$ cat config.mk
export PLATFORM = sky130hd
export DESIGN_NAME = imem_loader
export DESIGN_NICKNAME = d
export VERILOG_FILES = /design/src/rtl/loader_pkg.sv /design/src/rtl/byte_xor_acc.sv /design/src/rtl/imem_loader.sv
export SDC_FILE = /design/constraint.sdc
export NUM_CORES = 1
export LEC_CHECK = 0
export CORE_UTILIZATION = 57
export CTS_CLUSTER_SIZE = 16
export DETAILED_ROUTE_END_ITERATION = 8
export PLACE_DENSITY = 0.79
export SETUP_SLACK_MARGIN = 0.1
export SKIP_LAST_GASP = 1
export SYNTH_ARGS = -nofsm -noshare
export SYNTH_HDL_FRONTEND = slang
export SYNTH_SLANG_ARGS = --single-unit
$ cat constraint.sdc
create_clock -name clk -period 3.45 [get_ports clk]
set_clock_uncertainty 0.15 [all_clocks]
set_input_delay 1.035 -clock clk [delete_from_list [all_inputs] [get_ports clk]]
set_output_delay 1.035 -clock clk [all_outputs]
set_load 0.01 [all_outputs]
$ cat src/rtl/loader_pkg.sv
// Shared types and constants for the instruction-memory boot loader.
package loader_pkg;

   typedef enum logic [2:0] {
      ST_IDLE,
      ST_LEN_HI,
      ST_LEN_LO,
      ST_DATA,
      ST_CHECK,
      ST_DONE,
      ST_ERROR
   } state_e;

   localparam int HDR_BYTES = 2;
   localparam int LEN_W     = 16;
   // Byte counter covers 4 * (2**LEN_W - 1) image bytes.
   localparam int CNT_W     = LEN_W + 2;

endpackage

$ cat src/rtl/byte_xor_acc.sv
// 8-bit running XOR over image bytes; clear has priority over enable.
module byte_xor_acc (
   input  logic       clk,
   input  logic       rst,
   input  logic       clr,
   input  logic       en,
   input  logic [7:0] din,
   output logic [7:0] acc
);

   logic [7:0] acc_q, acc_d;

   always_comb begin
      acc_d = acc_q;
      if (clr)
         acc_d = 8'h00;
      else if (en)
         acc_d = acc_q ^ din;
   end

   always_ff @(posedge clk or posedge rst) begin
      if (rst)
         acc_q <= 8'h00;
      else
         acc_q <= acc_d;
   end

   assign acc = acc_q;

endmodule

$ cat src/rtl/imem_loader.sv
// Streams a length-prefixed, XOR-checked program image into instruction memory
// and holds the CPU in reset until the image is loaded and verified.
module imem_loader
   import loader_pkg::*;
#(
   parameter int ADDR_WIDTH = 10,
   parameter int MAX_WORDS  = 2**ADDR_WIDTH/4
) (
   input  logic                  clk,
   input  logic                  reset,
   input  logic                  start,
   input  logic [7:0]            in_data,
   input  logic                  in_valid,
   output logic                  in_ready,
   output logic                  mem_we,
   output logic [ADDR_WIDTH-1:0] mem_addr,
   output logic [7:0]            mem_wdata,
   output logic                  cpu_hold,
   output logic                  done,
   output logic                  error
);

   state_e                  state_q, state_d;
   logic [7:0]              len_hi_q, len_hi_d;
   logic [LEN_W-1:0]        len_q, len_d;
   logic [CNT_W-1:0]        cnt_q, cnt_d;
   logic                    mem_we_q, mem_we_d;
   logic [ADDR_WIDTH-1:0]   mem_addr_q, mem_addr_d;
   logic [7:0]              mem_wdata_q, mem_wdata_d;
   logic                    in_ready_q, in_ready_d;
   logic                    cpu_hold_q, cpu_hold_d;
   logic                    done_q, done_d;
   logic                    error_q, error_d;

   logic                    accept;
   logic [LEN_W-1:0]        len_word;
   logic                    last_data;
   logic [7:0]              xor_val;

   // A start pulse wins over any byte offered in the same cycle.
   assign accept    = in_valid && in_ready_q && !start;
   assign len_word  = {len_hi_q, in_data};
   assign last_data = (cnt_q == ({len_q, 2'b00} - CNT_W'(1)));

   byte_xor_acc u_xor (
      .clk (clk),
      .rst (reset),
      .clr (start),
      .en  (accept && (state_q == ST_DATA)),
      .din (in_data),
      .acc (xor_val)
   );

   always_comb begin
      state_d     = state_q;
      len_hi_d    = len_hi_q;
      len_d       = len_q;
      cnt_d       = cnt_q;
      mem_we_d    = 1'b0;
      mem_addr_d  = mem_addr_q;
      mem_wdata_d = mem_wdata_q;

      if (start) begin
         state_d = ST_LEN_HI;
         cnt_d   = '0;
      end else if (accept) begin
         unique case (state_q)
            ST_LEN_HI: begin
               len_hi_d = in_data;
               state_d  = ST_LEN_LO;
            end
            ST_LEN_LO: begin
               len_d = len_word;
               if (len_word == '0)
                  state_d = ST_CHECK;
               else if (len_word > LEN_W'(MAX_WORDS))
                  state_d = ST_ERROR;
               else
                  state_d = ST_DATA;
            end
            ST_DATA: begin
               mem_we_d    = 1'b1;
               mem_addr_d  = cnt_q[ADDR_WIDTH-1:0];
               mem_wdata_d = in_data;
               cnt_d       = cnt_q + CNT_W'(1);
               if (last_data)
                  state_d = ST_CHECK;
            end
            ST_CHECK:
               state_d = (in_data == xor_val) ? ST_DONE : ST_ERROR;
            default: ;
         endcase
      end

      in_ready_d = (state_d == ST_LEN_HI) || (state_d == ST_LEN_LO) ||
                   (state_d == ST_DATA)   || (state_d == ST_CHECK);
      done_d     = (state_d == ST_DONE);
      error_d    = (state_d == ST_ERROR);
      cpu_hold_d = (state_d != ST_DONE);
   end

   always_ff @(posedge clk or posedge reset) begin
      if (reset) begin
         state_q     <= ST_IDLE;
         len_hi_q    <= '0;
         len_q       <= '0;
         cnt_q       <= '0;
         mem_we_q    <= 1'b0;
         mem_addr_q  <= '0;
         mem_wdata_q <= '0;
         in_ready_q  <= 1'b0;
         cpu_hold_q  <= 1'b1;
         done_q      <= 1'b0;
         error_q     <= 1'b0;
      end else begin
         state_q     <= state_d;
         len_hi_q    <= len_hi_d;
         len_q       <= len_d;
         cnt_q       <= cnt_d;
         mem_we_q    <= mem_we_d;
         mem_addr_q  <= mem_addr_d;
         mem_wdata_q <= mem_wdata_d;
         in_ready_q  <= in_ready_d;
         cpu_hold_q  <= cpu_hold_d;
         done_q      <= done_d;
         error_q     <= error_d;
      end
   end

   assign in_ready  = in_ready_q;
   assign mem_we    = mem_we_q;
   assign mem_addr  = mem_addr_q;
   assign mem_wdata = mem_wdata_q;
   assign cpu_hold  = cpu_hold_q;
   assign done      = done_q;
   assign error     = error_q;

endmodule

* Word-level counts from Yosys, hierarchy flattened
Cells that the tools add are included.
Storage, ports and cells: input bits 12, word-level logic and storage cells 60, bits in registers 76, output and inout bits 23
Operators by class: magnitude comparators 1, eq/ne operators 13, mux-type cells 15, bitwise gates (word level) 2, $add $sub $neg 2, reduce and logical (&&, ||, !) cells 15
Operators with widths (number):
- $mux W18 | 3
- $add A18 B1 Y18 const B | 1
- $eq A18 B18 Y1 | 1
- $sub A18 B1 Y18 const B | 1
- $gt A16 B9 Y1 const B | 1
- $logic_not A16 Y1 | 1
- $mux W8 | 2
- $mux W3 | 5
- $eq A3 B2 Y1 const B | 4
- $eq A3 B3 Y1 const B | 4
- $pmux W3 S4 | 1
- $reduce_and A3 Y1 | 3
- $eq A8 B8 Y1 | 1
- $xor A8 B8 Y8 | 1
- $eq A3 B1 Y1 const B | 2
- $reduce_bool A2 Y1 | 3
- $logic_and A1 B1 Y1 | 3
- $logic_or A1 B1 Y1 | 3
- $mux W1 | 3
- $ne A3 B3 Y1 const B | 1
- $mux W2 | 1
- $reduce_and A2 Y1 | 1
- $logic_not A1 Y1 | 1
- $not A1 Y1 | 1

* Logic depth before layout (Yosys ltp)
Gate-level depths: netlist of the first run.
depth in word-level cells 10, mapped depth 11, mapped depth without buffers 10

* By module
From an unflattened synthesis of the first run, not the netlist that was laid out.
Second synthesis, totals: cell total of the unflattened synthesis 364, area total of the unflattened synthesis 3982.6 um2
Modules (own cells, without submodules):
- imem_loader | area an instance 3572.2 um2, cells each 328, instances 1
- byte_xor_acc | area an instance 410.4 um2, cells each 36, instances 1

* Least setup slack after synthesis of the first run
No wires, ideal clock.
kind register to register, from reg len_q[0], to reg error_q (netlist: error), buffers on the path 1, setup slack 385 ps, period minus slack after synthesis 3065 ps, cell stages (with the launch flop) 11, data arrival time 2847 ps, cell sequence dfrtp_1 inv_1 ha_1 or4b_1 buf_2 or4_1 o311ai_1 nor2_1 or4_4 o31ai_4 and4_1
On the way: word-level cells in the longest chain between the ends 7
RTL lines:
- start, declared | line imem_loader.sv:25 | logic [LEN_W-1:0] len_q, len_d;
- start signal, assigned | line imem_loader.sv:118 | len_q <= len_d;
- $sub A18 B1 Y18 | line imem_loader.sv:43 | assign last_data = (cnt_q == ({len_q, 2'b00} - CNT_W'(1)));
- $eq A18 B18 Y1 | line imem_loader.sv:43
- $mux W3 | line imem_loader.sv:86 | if (last_data)
- $pmux W3 S4 | line imem_loader.sv:67 | unique case (state_q)
- $mux W3 | line imem_loader.sv:66 | end else if (accept) begin
- $mux W3 | line imem_loader.sv:63 | if (start) begin
- net state_d[2] | line imem_loader.sv:23 | state_e state_q, state_d;
- $eq A3 B3 Y1 | line imem_loader.sv:98 | error_d = (state_d == ST_ERROR);
- net error_d | line imem_loader.sv:33 | logic error_q, error_d;
- end signal, assigned | line imem_loader.sv:126 | error_q <= error_d;
- end, declared | line imem_loader.sv:33
The timed path passes the listed nets, and every way through them passes these cells. A chain may end at the register's enable or synchronous reset.

* Final worst setup path of the first run
from reg len_q[1], to reg error_q (netlist: error)
Same word-level chain as after synthesis.

==> results of run 1 <==
-- stage by stage --
stage          util, %  instance area, sq um  total power (W)  instances
2_1_floorplan        -                  3870          0.00192        361
3_3_place_gp      67.7                  4370          0.00221        472
3_5_place_dp      67.7                  4370          0.00226        472
4_1_cts           71.1                  4590          0.00301        488
5_1_grt           71.4                  4610          0.00319        489
6_report          71.4                  4610          0.00302        489
-- placed cells by master, fill, tap and decap left out, types with 8 or more instances in the layout --
cell type | Yosys | layout
dfrtp_1 | 75 | 75
mux2_2 | 43 | 43
nor2_1 | 38 | 38
clkdlybuf4s50_1 | 0 | 34
xor2_1 | 32 | 32
nand2_1 | 27 | 27
xnor2_1 | 17 | 17
buf_4 | 0 | 15
nand3_1 | 11 | 11
a21oi_1 | 10 | 10
clkbuf_8 | 0 | 10
nand4_1 | 9 | 9
inv_1 | 9 | 8
-- cells in the mapped netlist, types with 4 or more instances --
| library cell | number | area (sq um) |
|---|---|---|
| dfrtp_1 | 75 | 1880 |
| mux2_2 | 43 | 484 |
| nor2_1 | 38 | 143 |
| xor2_1 | 32 | 280 |
| nand2_1 | 27 | 101 |
| xnor2_1 | 17 | 149 |
| clkbuf_1 | 11 | 41.3 |
| nand3_1 | 11 | 55.1 |
| a21oi_1 | 10 | 50.1 |
| inv_1 | 9 | 33.8 |
| nand4_1 | 9 | 56.3 |
| nor3_1 | 8 | 40.0 |
| nor4_1 | 7 | 43.8 |
| nand2b_1 | 4 | 25.0 |
| nand3b_1 | 4 | 30.0 |
| or3_1 | 4 | 25.0 |
| or4_1 | 4 | 30.0 |
-- state kept, by name (all words and copies together), names as in the netlist --
| signal | count |
|---|---|
| mem_we | 1 |
| state_q | 3 |
| cnt_q | 18 |
| in_ready | 1 |
| mem_wdata | 8 |
| done | 1 |
| cpu_hold | 1 |
| u_xor.acc | 8 |
| error | 1 |
| mem_addr | 10 |
| len_hi_q | 8 |
| len_q | 16 |
-- area by class of cell --
cell class                 count  area (sq um)
sequential                    76          1900
multi-input combinational    260          1880
fill                         466          1850
timing repair buffer          50           473
clock buffer                  12           145
tap                           77          96.3
clock inverter                 4          73.8
inverter                      10          37.5
-- per-layer routing --
metal	up-vias	wire length [um]
met3	20	381
li1	1359	-
met4	0	233
met1	1439	3850
met5	-	0
met2	71	4070
-- what timing repair did --
action | CTS | global route
gates resized for setup | 0 | 3
setup endpoints to repair | 0 | 3
buffers inserted | 0 | 1
-- final timing paths --
path	from	slack [ns]	cells past startpoint	endpoint
max in group asynchronous	reset	1.55	3	cpu_hold
worst min register to register	mem_addr[7]	0.36	1	mem_addr[7]
worst max register to register	len_q[1]	0.25	9	error
worst max-delay path	len_q[1]	0.25	9	error
worst min-delay path	mem_addr[7]	0.36	1	mem_addr[7]
min in group asynchronous	reset	0.95	2	cnt_q[2]
-- cell families (layout without fill, tap and decap cells) --
kind of cell	count (synthesis)	count (layout)
mux	44	44
compound gates	31	31
xor+xnor	49	49
fa+ha+maj	2	2
buf+inv	25	76
flops	76	76
simple gates	134	134
-- power by group --
group,switching (W),internal [W]
Combinational,0.000470,0.000520
Sequential,0.000208,0.00108
Clock,0.000317,0.000428
Total,0.000995,0.00203
==> results.md, run 1 <==
* CP Buf/Inv Count at 1
* Final setup violation count at 0
* Post-Syn Area at 3870 sq um
* P&R area growth vs syn at 19.2%
* GRT busiest layer: met2
* Final period util at 92.8%
* Syn_nets at 375
* Sink Count at 76
* Largest net degree at the start of global routing at 34
* Crit path time final at roughly 3.2 ns
* Critical path required time at 3.58 ns
* Die ar. at 7120 sq um
* Post-DR wirelength/cell at between 15 and 20 um
* Synth cell types at 50
* Status: complete, but fails checks
* Main combinational cell family by area after synthesis: simple AND/OR/NAND/NOR gates
* RSZ-0062 raised after global routing: no
* DP HPWL at 6160 um
* Core area at about 6500 sq um
* Relative slew slack at 54.0%
* Failing checks: design-rule violations
* Vias per cell at 5.91
* Family with the most delay on the worst path: simple AND/OR/NAND/NOR gates
* Crit start category: flop
* Row count at 29
* Die Y at 84.4 um
* Initial DRC Count at 223
* Max-slew violations at 0
* Xor/xnor cell area share of the yosys netlist at 11.1%
* Synth Instances at 361
* CP Class: reg2reg
* Post-route antenna net violation count at 0
* Clk pin slew, worst setup/hold paths at 0.08 ns
* Die Wd at 84.4 um
* H-tree Lvls at 3
* Routability-driven placement congestion ratio at 0.928
* Hold Fails Final Rpt at 0
* Max Freq at around 310 MHz
* Starting density of the core at 59.9%
* Initial antenna violation count at 0
* Register area share after synthesis at 49.2%
* Root Buffer: clkbuf_8
* Layout cells sized above 1 at about a fifth
* Clk_lat worst skew at 0.34 ns
* Global Route Usage Sum at between 20% and 30%
* Met1 Resource Use GR at 35.1%
* WHS at 0.363 ns
* Post-synthesis mux area share at 12.8%
* Boundary pin count at 35
* WL final at between 8000 and 9000 um
* First-pass GRT wire length at about 14,000 um
* Main flop type after synthesis: dfrtp_1
* CTS buffer count at 9
* Post-Synth Adder-Cell Area at 0.647%
* CP endpoint kind: flop
* # Max-Cap Violations at 0
* Worst slack, placed at -0.0154 ns
* Power Dens Cells at approximately 660 nW/um^2
* Residual DRC at 2
* Max stage delay on crit path at 0.53 ns
* CTS tree: done
* Slowest-stage cell, CP: or4b_4
* Slew @ Worst Pin at 0.690 ns
* TNS Setup at 0 ns
* Peak VDD IR at between 400 and 500 uV
* Crit path max fanout at 6
* Max clock buf depth at 2
* Met2 GRT Util at 41.9%
* Vias in the first global route at 2,821
* Mean post-synth cell area at about 11 sq um
* LEAKAGE at 2.03 nW
* Final nets at 421
* Via count at 2,889
* Cells along the critical path: inv_1, ha_1, or4b_4, or4_1, o311ai_1, nor2_1, or4_4, o31ai_4, and4_1
* Total grt overflow at 0
* Hold Crit Class: reg2reg
* Number of synthesized register bits at 76
* Number of synthesized flops with an enable pin at 0
* Post-CTS Hold Buffers at 0
* Arrival time worst endpoint at roughly 3.3 ns
* Router iterations before antenna repair at 6
* Simple-Gate Fraction of Synth Area at 18.0%
* Post-synth ARST share at 100%
* Met3 Use GR at 4.62%
* Final worst setup slack at 0.249 ns
* Diode count at 0
* Synth Area in Compound Gates at 5.85%
* Port bufs at 34
* Yosys warnings at 0
Power figures use the tool's default switching activity.
==> run 2: changes to the inputs <==
--- a/config.mk
+++ b/config.mk
@@ -8,6 +8,7 @@
 export CORE_UTILIZATION = 57
 export CTS_CLUSTER_SIZE = 16
 export DETAILED_ROUTE_END_ITERATION = 8
+export HOLD_SLACK_MARGIN = 0.06
 export PLACE_DENSITY = 0.79
 export SETUP_SLACK_MARGIN = 0.1
 export SKIP_LAST_GASP = 1
==> results of run 2 <==
The final DEF is identical to that of run 1; final timing and power are the same.
==> run 3: changes to the inputs <==
--- a/config.mk
+++ b/config.mk
@@ -5,11 +5,13 @@
 export SDC_FILE = /design/constraint.sdc
 export NUM_CORES = 1
 export LEC_CHECK = 0
-export CORE_UTILIZATION = 57
+export ABC_AREA = 1
+export CAP_MARGIN = 20
+export CORE_UTILIZATION = 58
 export CTS_CLUSTER_SIZE = 16
 export DETAILED_ROUTE_END_ITERATION = 8
 export HOLD_SLACK_MARGIN = 0.06
-export PLACE_DENSITY = 0.79
+export PLACE_DENSITY = 0.8
 export SETUP_SLACK_MARGIN = 0.1
 export SKIP_LAST_GASP = 1
 export SYNTH_ARGS = -nofsm -noshare
==> run 3 against run 2 <==
  * Largest power group is now combinational cells
  * Critical path type is now in2reg
  * Cell area rose by 1.0%
  * The flow now finishes without violations
  * Utilization rose by 0.33 points
  * Clock-buffer cell count fell by 2
  * Via count rose by 20%
  * Worst setup slack improved by 0.52 ns
  * Critical endpoint is now cnt_q[2]
  * First-iteration DRC count rose by 5.8%
  * Wire length rose by 6.3%
  * Critical path depth rose by 1
  * Die area rose by 1.5%
  * Hold slack got worse by 0.023 ns
  * Clock power fell by 9.1%
  * Sequential share of layout area fell by 0.42 points
==> results.md, run 3 <==
* Status: complete, no violations
* Row count at 29 (unchanged)
* Top cell type's share of synthesized area at 46.9% (-1.5 points)
* TNS Setup at 0 ns (unchanged)
* Die ar. at 7230 sq um (+1.5%)
* Largest net degree at the start of global routing at 46 (+35%)
* Max stage delay on crit path at 0.45 ns (-0.08 ns)
* Slowest-stage cell, CP: clkdlybuf4s50_1
* Post-Syn Area at 4000 sq um (+3.3%)
* DRT met1 WL at 4320 um (+12%)
* Clk_lat worst skew at 0.35 ns (about the same)
* Core area at 6490 sq um (+0.56%)
* Quantity of gates resized following cts at 0 (unchanged)
* Number of synthesized register bits at 76 (unchanged)
* Most common cell in the netlist: nand2_1
* Crit path time final at 2.68 ns (-0.516 ns)
* Max reg flops at 18 (unchanged)
* Vias in the first global route at 3,350 (+19%)
* Max clock buf depth at 2 (unchanged)
* LEAKAGE at 2.21 nW (+9.2%)
* RSZ-0062 raised after global routing: no
* Reg-to-reg startpoint: len_q[0]
* Worst Hold End: mem_addr[5]
* Final period util at 77.8% (-15 points)
* CP endpoint kind: flop
* Layout cells sized above 1 at 7.32% (-13 points)
* Power Dens Cells at 694 nW/um^2 (+5.9%)
* Global Route Usage Sum at 28.0% (+1.9 points)
* Met2 wire len at 4300 um (+5.7%)
* Vias per cell at 5.34 (-9.6%)
* Top cell by count, worst path: nor2_1
* Area contributors post-synth: dfrtp_1 47%, nand2_1 14%, o21ai_0 7.6%, inv_1 6.7%, nor2_1 4.6%
* Port bufs at 34 (unchanged)
* Max-slew violations at 0 (unchanged)
* Highest metal used: met4
* Hold Fails Final Rpt at 0 (unchanged)
* Max Freq at 372 MHz (+19%)
* Post-synth top area cell: dfrtp_1
* Most flop-heavy register: cnt_q
* Reg-to-reg slack, setup at 0.99 ns (+0.74 ns)
* Initial antenna violation count at 0 (unchanged)
* Main flop type after synthesis: dfrtp_1
* Total power at 0.00323 W (+6.9%)
* Synth cell types at 35 (-30%)
* Fill count at 524 (+12%)
* Relative slew slack at 69.9% (+16 points)
* Post-route antenna net violation count at 0 (unchanged)
* # Max-Cap Violations at 0 (unchanged)
* Worst reg2reg path depth at 16 (+7)
* Family with the most delay on the worst path: buffers and inverters
* Hold_sp: mem_addr[5]
* Clk pin slew, worst setup/hold paths at 0.08 ns (about the same)
* Commonest non-fill, non-tap cell in the layout: nand2_1
* P&R area growth vs syn at 16.6%
* Router iterations before antenna repair at 4 (-2)
* Post-CTS Hold Buffers at 0 (unchanged)
* Boundary pin count at 35 (unchanged)
* Syn_nets at 540 (+44%)
* Slew @ Worst Pin at 0.450 ns (-0.240 ns)
* Critical path required time at 3.53 ns (-0.05 ns)
* Final nets at 583 (+38%)
* Sink Count at 76 (unchanged)
* Mean post-synth cell area at 7.60 sq um (-29%)
* Cells along the critical path: clkdlybuf4s50_1, nand2_1, nor2_1, inv_1, nor2_1, buf_4, nor2_1, buf_4, inv_1, o32ai_1
* Crit path max fanout at 10 (+4)
* Peak VDD IR at 433 uV (-10%)
* DP HPWL at 6730 um (+9.2%)
* Post-CTS Setup Inserts at 0 (unchanged)
* Via count at 3,476 (+20%)
* Register area share after synthesis at 47.6% (-1.6 points)
* Die Wd at 85.0 um (+0.74%)
* H-tree Lvls at 3 (unchanged)
* Routability-driven placement congestion ratio at 0.891 (-4.0%)
* Final setup violation count at 0 (unchanged)
* Arrival time worst endpoint at 2.76 ns (-0.57 ns)
* Starting density of the core at 61.5% (+1.6 points)
* Total grt overflow at 0 (unchanged)
* Post-DR wirelength/cell at 13.9 um (-20%)
* CP Buf/Inv Count at 5 (+4)
* Most frequent cells in the layout: 152 x nand2_1, 75 x dfrtp_1, 70 x inv_1, 61 x o21ai_0, 49 x nor2_1
* Synth Instances at 526 (+46%)
* WL final at 9080 um (+6.3%)
* First-pass GRT wire length at 15,700 um (+11%)
* CP Class: in2reg
* Residual DRC at 0 (-2)
* Hold Crit Class: reg2reg
* Initial DRC Count at 236 (+5.8%)
* Hold path cells at 2 (+1)
* CTS tree: done
* Routed length on met3 at 299 um (-22%)
* Root Buffer: clkbuf_8
* Reg2Reg Capture Point: in_ready
* Yosys warnings at 0 (unchanged)
* Die Y at 85.0 um (+0.74%)
* Diode count at 0 (unchanged)
* Post-synth top cells: 152 x nand2_1, 75 x dfrtp_1, 71 x inv_1
* Post-synth ARST share at 100% (unchanged)
* CTS buffer count at 9 (unchanged)
* Crit start category: input port
* Number of synthesized flops with an enable pin at 0 (unchanged)
-- run 3: how the worst max path moves through the flow --
stage | startpoint | end | slack [ns] | cells after the start
5_1_grt | in_valid | cnt_q[6] | 0.59 | 10
6_report | in_valid | cnt_q[2] | 0.77 | 10
4_1_cts | in_valid | cnt_q[2] | 0.77 | 10
3_5_place_dp | in_valid | cnt_q[2] | 0.40 | 10
3_3_place_gp | in_valid | cnt_q[6] | 0.47 | 10
2_1_floorplan | reset | cnt_q[0] | 0.33 | 1
-- run 3: power by group --
part | switching, W | internal [W] | total, W
Sequential | 0.000175 | 0.00110 | 0.00127
Combinational | 0.000759 | 0.000526 | 0.00128
Clock | 0.000341 | 0.000336 | 0.000677
-- run 3: cells by family (layout without fill, tap and decap cells) --
logic type      count (synthesis)  after routing  synth area share (%)
compound gates                 86             86                  11.9
xor+xnor                       18             18                  3.94
fa+ha+maj                       2              2                 0.626
buf+inv                        85            133                  8.04
flops                          76             76                  47.6
simple gates                  259            259                  27.9
-- run 3: cell type report --
type / count / area [sq um] / share of cell area, %
sequential: 76 / 1900 / 40.8
multi-input combinational: 365 / 1770 / 38.1
timing repair buffer: 42 / 413 / 8.86
inverter: 75 / 282 / 6.04
clock buffer: 10 / 128 / 2.74
tap: 77 / 96.3 / 2.07
clock inverter: 6 / 65.1 / 1.40
-- run 3: layer usage --
layer | vias up | global-route usage [%]
met5 | - | 0
met4 | 0 | 10.9
met3 | 15 | 5.25
met2 | 72 | 45.5
met1 | 1635 | 37.4
li1 | 1754 | -
-- run 3: worst reg2reg max path, cell delays in order (launching register included) --
cell and delay, ns:
dfrtp_1 0.42, inv_1 0.15, ha_1 0.26, inv_1 0.07
nand2_1 0.06, nand2_1 0.07, xor2_1 0.14, nor2_1 0.13
nand2_1 0.08, nor2_1 0.09, nand3_1 0.11, o21bai_1 0.26
nand2_1 0.11, nand2_2 0.11, nand2_1 0.06, nand2_1 0.06
nand2_1 0.05
-- run 3: stage by stage --
| step | instances | area [sq um] | hold WS, ns | utilization (%) | worst slack [ns] |
|---|---|---|---|---|---|
| floorplan | 526 | 4000 | 0.303 | - | 0.328 |
| global placement | 635 | 4470 | 0.321 | 68.8 | 0.468 |
| detailed placement | 635 | 4470 | 0.326 | 68.8 | 0.404 |
| CTS | 651 | 4660 | 0.347 | 71.7 | 0.774 |
| global route | 651 | 4660 | 0.366 | 71.7 | 0.588 |
| finish | 651 | 4660 | 0.340 | 71.7 | 0.765 |
